`config.mk`:
```
export PLATFORM = sky130hd
export DESIGN_NAME = mem_port_arbiter
export DESIGN_NICKNAME = d
export VERILOG_FILES = /design/src/rtl/mem_port_arbiter.sv
export SDC_FILE = /design/constraint.sdc
export NUM_CORES = 1
export LEC_CHECK = 0
export ABC_AREA = 1
export ABC_CLOCK_PERIOD_IN_PS = 5100
export BUFFER_PORTS_ARGS = -buffer_cell sky130_fd_sc_hd__buf_2
export CAP_MARGIN = 40
export CORE_AREA = 2 2 125 127
export CTS_CLUSTER_SIZE = 20
export DETAILED_ROUTE_END_ITERATION = 12
export DIE_AREA = 0 0 127 129
export PLACE_DENSITY_LB_ADDON = 0.08
export SLEW_MARGIN = 30
export SYNTH_ARGS = -nofsm -noshare
export SYNTH_HDL_FRONTEND = slang
export SYNTH_SLANG_ARGS = --single-unit
```
`constraint.sdc`:
```
create_clock -name clk_i -period 5.1 [get_ports clk_i]
set_input_delay 0.51 -clock clk_i [delete_from_list [all_inputs] [get_ports clk_i]]
set_output_delay 0.51 -clock clk_i [all_outputs]
set_load 0.03 [all_outputs]
```
`src/rtl/mem_port_arbiter.sv`:
```
// mem_port_arbiter: merges an instruction-fetch master (m0) and a data
// master (m1) onto one memory slave port. Round-robin grant, locked while a
// request is presented but not yet accepted. A small owner FIFO remembers
// which master issued each outstanding read so in-order responses can be
// steered back to the right master.
//
// Handshake: a request transfers in the cycle where valid && ready are both
// high. A master keeps valid and every request field stable until it sees its
// ready. Reads return exactly one s_rvalid pulse, in issue order. Writes
// return nothing.
module mem_port_arbiter #(
  parameter int DEPTH = 4
) (
  input  logic        clk_i,
  input  logic        rst_i,
  // master 0 (instruction fetch)
  input  logic        m0_valid_i,
  output logic        m0_ready_o,
  input  logic        m0_write_en_i,
  input  logic [31:0] m0_addr_i,
  input  logic [31:0] m0_wdata_i,
  input  logic [3:0]  m0_byte_en_i,
  output logic [31:0] m0_rdata_o,
  output logic        m0_rvalid_o,
  // master 1 (data)
  input  logic        m1_valid_i,
  output logic        m1_ready_o,
  input  logic        m1_write_en_i,
  input  logic [31:0] m1_addr_i,
  input  logic [31:0] m1_wdata_i,
  input  logic [3:0]  m1_byte_en_i,
  output logic [31:0] m1_rdata_o,
  output logic        m1_rvalid_o,
  // slave
  output logic        s_valid_o,
  input  logic        s_ready_i,
  output logic        s_write_en_o,
  output logic [31:0] s_addr_o,
  output logic [31:0] s_wdata_o,
  output logic [3:0]  s_byte_en_o,
  input  logic [31:0] s_rdata_i,
  input  logic        s_rvalid_i,
  // status / debug
  output logic        resp_err_o,
  output logic [$clog2(DEPTH+1)-1:0] dbg_count_o,
  output logic        dbg_lock_valid_o,
  output logic        dbg_last_grant_o
);

  localparam int PTR_W = (DEPTH > 1) ? $clog2(DEPTH) : 1;
  localparam int CNT_W = $clog2(DEPTH + 1);

  logic             last_grant_q, last_grant_d;
  logic             lock_valid_q, lock_valid_d;
  logic             lock_owner_q, lock_owner_d;
  logic             resp_err_q,   resp_err_d;
  logic [DEPTH-1:0] owner_q,      owner_d;
  logic [PTR_W-1:0] head_q,       head_d;
  logic [PTR_W-1:0] tail_q,       tail_d;
  logic [CNT_W-1:0] count_q,      count_d;

  logic        grant_any;
  logic        grant;
  logic        g_valid;
  logic        g_write_en;
  logic        fifo_full;
  logic        blocked;
  logic        xfer;
  logic        push;
  logic        pop;
  logic        head_owner;

  // Grant selection: a lock wins, then a lone requester, then round-robin.
  always_comb begin
    grant_any = 1'b0;
    grant     = 1'b0;
    if (lock_valid_q) begin
      grant_any = 1'b1;
      grant     = lock_owner_q;
    end else if (m0_valid_i && m1_valid_i) begin
      grant_any = 1'b1;
      grant     = ~last_grant_q;
    end else if (m0_valid_i) begin
      grant_any = 1'b1;
      grant     = 1'b0;
    end else if (m1_valid_i) begin
      grant_any = 1'b1;
      grant     = 1'b1;
    end
  end

  // Request forwarding and read stall; reads are held off while the owner
  // FIFO is full, with no credit for a pop happening in the same cycle.
  always_comb begin
    g_valid      = grant ? m1_valid_i    : m0_valid_i;
    g_write_en   = grant ? m1_write_en_i : m0_write_en_i;
    s_write_en_o = g_write_en;
    s_addr_o     = grant ? m1_addr_i    : m0_addr_i;
    s_wdata_o    = grant ? m1_wdata_i   : m0_wdata_i;
    s_byte_en_o  = grant ? m1_byte_en_i : m0_byte_en_i;
    fifo_full    = (count_q == CNT_W'(DEPTH));
    blocked      = grant_any && !g_write_en && fifo_full;
    s_valid_o    = grant_any && g_valid && !blocked;
    xfer         = s_valid_o && s_ready_i;
    m0_ready_o   = xfer && (grant == 1'b0);
    m1_ready_o   = xfer && (grant == 1'b1);
    push         = xfer && !g_write_en;
  end

  // Response steering from the FIFO head; a response with nothing
  // outstanding is dropped and flagged.
  always_comb begin
    head_owner  = owner_q[head_q];
    pop         = s_rvalid_i && (count_q != '0);
    m0_rvalid_o = pop && !head_owner;
    m1_rvalid_o = pop &&  head_owner;
    m0_rdata_o  = s_rdata_i;
    m1_rdata_o  = s_rdata_i;
  end

  // Next-state for grant history, lock, owner FIFO and the error flag.
  always_comb begin
    last_grant_d = last_grant_q;
    lock_valid_d = lock_valid_q;
    lock_owner_d = lock_owner_q;
    resp_err_d   = resp_err_q;
    owner_d      = owner_q;
    head_d       = head_q;
    tail_d       = tail_q;
    count_d      = count_q;

    if (xfer) begin
      last_grant_d = grant;
      lock_valid_d = 1'b0;
    end else if (s_valid_o) begin
      lock_valid_d = 1'b1;
      lock_owner_d = grant;
    end

    if (push) begin
      owner_d[tail_q] = grant;
      tail_d = (tail_q == PTR_W'(DEPTH - 1)) ? '0 : tail_q + 1'b1;
    end
    if (pop) begin
      head_d = (head_q == PTR_W'(DEPTH - 1)) ? '0 : head_q + 1'b1;
    end
    if (push && !pop) begin
      count_d = count_q + 1'b1;
    end else if (pop && !push) begin
      count_d = count_q - 1'b1;
    end

    if (s_rvalid_i && (count_q == '0)) begin
      resp_err_d = 1'b1;
    end
  end

  // State registers with synchronous reset; last_grant starts at 1 so m0
  // wins the first contention.
  always_ff @(posedge clk_i) begin
    if (rst_i) begin
      last_grant_q <= 1'b1;
      lock_valid_q <= 1'b0;
      lock_owner_q <= 1'b0;
      resp_err_q   <= 1'b0;
      owner_q      <= '0;
      head_q       <= '0;
      tail_q       <= '0;
      count_q      <= '0;
    end else begin
      last_grant_q <= last_grant_d;
      lock_valid_q <= lock_valid_d;
      lock_owner_q <= lock_owner_d;
      resp_err_q   <= resp_err_d;
      owner_q      <= owner_d;
      head_q       <= head_d;
      tail_q       <= tail_d;
      count_q      <= count_d;
    end
  end

  assign resp_err_o       = resp_err_q;
  assign dbg_count_o      = count_q;
  assign dbg_lock_valid_o = lock_valid_q;
  assign dbg_last_grant_o = last_grant_q;

endmodule

```
# Word level (Yosys, flattened, before mapping)
# Cells that the tools add are included.
# W data, S select, Z words.
[totals]
register_bits = 15
in_bits = 176
out_inout_bits = 144
word_cells = 68
[classes]
add_sub_neg = 4
magnitude_cmp = 3
n_eq_ne = 3
mux = 21
bitwise_logic = 3
reduce_logical = 26
[op_table]
columns = ["operator", "n"]
rows = [
  ["$mux W32", 2],
  ["$logic_and A1 B1 Y1", 16],
  ["$mux W1", 11],
  ["$lt A2 B3 Y1 const B", 2],
  ["$mux W3", 2],
  ["$logic_not A1 Y1", 5],
  ["$add A2 B1 Y2 const B", 2],
  ["$bwmux W4", 1],
  ["$eq A2 B2 Y1 const B", 2],
  ["$mux W2", 2],
  ["$mux W4", 1],
  ["$add A3 B1 Y3 const B", 1],
  ["$eq A3 B3 Y1 const B", 1],
  ["$logic_not A3 Y1", 1],
  ["$not A1 Y1", 3],
  ["$reduce_bool A3 Y1", 1],
  ["$sub A3 B1 Y3 const B", 1],
  ["$bmux W1 S2", 1],
  ["$demux W1 S2", 1],
  ["$ge A2 B1 Y1 const B", 1],
  ["$reduce_and A2 Y1", 1],
  ["$reduce_bool A2 Y1", 1],
  ["$reduce_or A2 Y1", 1],
]

# Depth between registers and ports, before layout
[logic_depth]
depth_word = 16
mapped_depth = 15
depth_no_buf = 14

# Least setup slack after synthesis
# Ideal clock, no wire load.
[synth_timing]
path_type = "register -> register"
from = "register lock_valid_q (netlist: dbg_lock_valid_o)"
to = "register count_q[2] (netlist: dbg_count_o[2])"
arrival_time_ns = 2.201
slack_ns = 2.777
path_stages_with_launch = 15
path_buffers = 1
synth_period_minus_slack_ns = 2.323
cell_sequence = "dfxtp_1 nand2_1 nand2_2 buf_6 nand2_2 nand2_4 nand4_4 inv_2 ha_1 inv_1 fa_1 a21oi_1 o21ai_0 o21ai_0 a21oi_1"
[synth_between]
elab_chain_len = 12
elab_cells_between_ends = 17
cone_classes = "mux (5); reduce/logical (12)"
[synth_lines]
columns = ["element", "line", "text"]
rows = [
  ["from (decl)", "54", "logic lock_valid_q, lock_valid_d;"],
  ["from (signal assigned)", "172", "lock_valid_q <= lock_valid_d;"],
  ["$mux W1", "77", "if (lock_valid_q) begin"],
  ["$mux W1", "96", "g_write_en = grant ? m1_write_en_i : m0_write_en_i;"],
  ["$logic_not A1 Y1", "102, 107", ""],
  ["$logic_and A1 B1 Y1 (2 in a row)", "102", "blocked = grant_any && !g_write_en && fifo_full;"],
  ["$logic_not A1 Y1", "103", "s_valid_o = grant_any && g_valid && !blocked;"],
  ["$logic_and A1 B1 Y1", "103", ""],
  ["$logic_and A1 B1 Y1", "104", "xfer = s_valid_o && s_ready_i;"],
  ["$logic_and A1 B1 Y1 *", "107", "push = xfer && !g_write_en;"],
  ["named net push", "69", "logic push;"],
  ["$logic_not A1 Y1", "149", "end else if (pop && !push) begin"],
  ["$logic_and A1 B1 Y1", "149", ""],
  ["$reduce_bool A2 Y1 (no source line)", "-", ""],
  ["to (signal assigned)", "178", "count_q <= count_d;"],
  ["to (decl)", "60", "logic [CNT_W-1:0] count_q, count_d;"],
]
# The timed path passes the listed nets; every way through them passes the cells marked *.
# A chain may end at the register's enable or synchronous reset.

# Worst setup path after layout
[layout_timing]
from = "register lock_valid_q (netlist: dbg_lock_valid_o)"
to = "output port s_addr_o[11]"
[layout_between]
elab_chain_len = 2
[layout_lines]
columns = ["element", "line", "text"]
rows = [
  ["$mux W1", "77", ""],
  ["$mux W32", "98", "s_addr_o = grant ? m1_addr_i : m0_addr_i;"],
  ["to (decl)", "38", "output logic [31:0] s_addr_o,"],
]
# Every way passes these cells.

==> flow_summary.toml <==
[run_status]
outcome = "complete, no violations"

[clock_tree]
clk_pin_slew_ns = 0.05
htreeDepth = 1
cts.sinks = 15
cts_made_buffers = 3
cts_tree = "yes"
worstSkewPairLatency_ns = 0.25
clock_path_buffers = 2
cts_setup_buffers = 0
hold_buffers = 0
root_buffer = "clkbuf_16"
cts_resized = 0

[timing]
fmax_mhz = 318
relSlewSlack = 0.492
setup_viol = 0
finalSetupTns_ns = 0
period_share = 0.616
finalClockSkew_ns = 0.00212
rsz0062_at_grt = "no"
maxSlewViolCount = 0
fin_crit_ns = 3.14
worstMarginPinSlew_ns = 0.761
final_hold_viol_count = 0

[place]
dp_cells = 738
numPortBuffers = 223
place_congestion = 0.771
hpwlAfterDp_mm = 8.14

[die]
coreArea_sq_um = 15000
rows = 45
die_w_um = 127
die_h_um = 129
ioPinCount = 320
dieArea_sq_um = 16400
start_util = 0.147

[synthesis]
synth_nets = 587
syn_avg_cell_area_sq_um = 5.44
synth-seq-cells = 15
ys_warn_count = 0
syn_inst = 404
synth_area_sq_um = 2200
synth.distinct_cells = 26
seq_area_frac_synth = 0.137

[grt]
grt_max_degree = 45
grt_usage = 0.106
overflow = 0
grt_pass1_wl_mm = 13.8
grt_pass1_vias = 2506
grt_antenna_before_repair = 1

[power_and_ir_drop]
vdd_ir_drop_max_mv = 0.175
p_leak_uw = 0.00195
p_per_area_nw_per_um2 = 322

[critical_path]
criticalPathCategory = "register to primary output"
startpoint_type = "register"
endpoint_kind = "primary output"
crit_fanout = 44
required_ns = 4.59
worstPathArrival_ns = 2.63

[flow_run]
maxCapViolations = 0

[cells_and_area]
area_growth_pct = 41.4
n_fill_cell = 1784
fin_nets = 738
diodes = 0
fin_cells = 742
drive_above_1_share = 0.439

[drt]
drt_iter0_drc = 92
wl_mm = 9.76
viasPerCell = 3.76
wl_per_cell_um = 13.2
drtPass1Iterations = 4
vias = 2787
drc = 0
antenna_left = 0

[hold_path]
worstHoldPathType = "register to register"
[through the flow]
stage	utilization	total power [uW]	worst slack, ns	instance area, sq um	hold slack (ns)
floorplan	-	721	2.78	2200	0.455
global placement	0.201	855	1.64	3010	0.439
detailed placement	0.202	859	1.97	3030	0.444
CTS	0.207	1020	1.90	3100	0.452
global route	0.207	1090	1.67	3100	0.450
finish	0.207	1000	1.96	3100	0.444
[placed cells by master (no fill, tap or decap)]
cell type,instances
a21oi_1,10
nand4_4,1
ha_1,6
inv_2,3
dfxtp_1,15
nor2_2,4
nor2_1,16
clkbuf_1,1
a32oi_1,1
nand3b_1,1
o31ai_2,1
nand3_2,1
buf_12,1
nand2_4,1
nand4_1,2
nand4_2,1
clkbuf_16,3
nand2_1,224
o21ai_1,2
inv_1,21
nand2_2,2
fa_1,1
o21ai_0,5
buf_4,2
nand3_1,5
buf_2,223
xor2_1,1
[worst max-delay path, stage by stage (launching register included)]
cell and delay, ns:
dfxtp_1 0.37, inv_2 0.07, nand3_2 0.09, nand2_2 0.22, buf_12 0.26, inv_2 0.56
buf_4 0.42, nand2_1 0.10, nand2_1 0.07, buf_2 0.19
[cell families after synthesis]
group,after synthesis,synth area share
fa+ha+maj,7,0.0433
xor+xnor,1,0.00399
buf+inv,104,0.295
flops,15,0.137
compound gates,19,0.0484
simple gates,258,0.473
[sequential cells by signal, indices dropped and copies added, names as in the netlist]
| name | flops |
|---|---|
| owner_q | 4 |
| dbg_count_o | 3 |
| head_q | 2 |
| tail_q | 2 |
| dbg_last_grant_o | 1 |
| dbg_lock_valid_o | 1 |
| lock_owner_q | 1 |
| resp_err_o | 1 |
[synthesized netlist by cell type (all sizes together)]
master / number / share of area
nand3b: 1 / 0.0034
o21ai: 7 / 0.016
xor2: 1 / 0.0040
nand3: 6 / 0.016
clkbuf: 8 / 0.014
a32oi: 1 / 0.0040
buf: 72 / 0.24
dfxtp: 15 / 0.14
nand2: 227 / 0.39
ha: 6 / 0.034
fa: 1 / 0.0091
a21oi: 10 / 0.023
inv: 24 / 0.041
o31ai: 1 / 0.0057
nand4: 4 / 0.021
nor2: 20 / 0.039
[path summary, 6_finish.rpt]
check,from,endpoint,slack [ns],cells past startpoint
hold / removal,resp_err_o,resp_err_o,0.44,2
hold reg to reg,resp_err_o,resp_err_o,0.44,2
setup reg to reg,dbg_lock_valid_o,dbg_count_o[2],2.46,14
setup / recovery,dbg_lock_valid_o,s_addr_o[11],1.96,9
[power by group]
group	total [uW]	switching [uW]	internal, uW
Clock	157	51.0	106
Sequential	171	27.6	143
Combinational	672	469	202
Total	1000	548	452
[cell type report]
class                      instances  area, sq um  share of cell area
clock buffer                       4         78.8              0.0254
multi-input combinational        285         1250               0.402
inverter                          24         90.1              0.0290
sequential                        15          300              0.0967
tap                              188          235              0.0758
timing repair buffer             226         1150               0.371
[routing by layer]
layer,routed length [um],global-route usage,up-vias
met4,33,0.0155,2
met5,13,0,-
li1,-,-,1453
met2,5300,0.205,135
met3,901,0.0324,4
met1,3510,0.115,1193
Note: power is estimated with default switching activity, not from simulation.
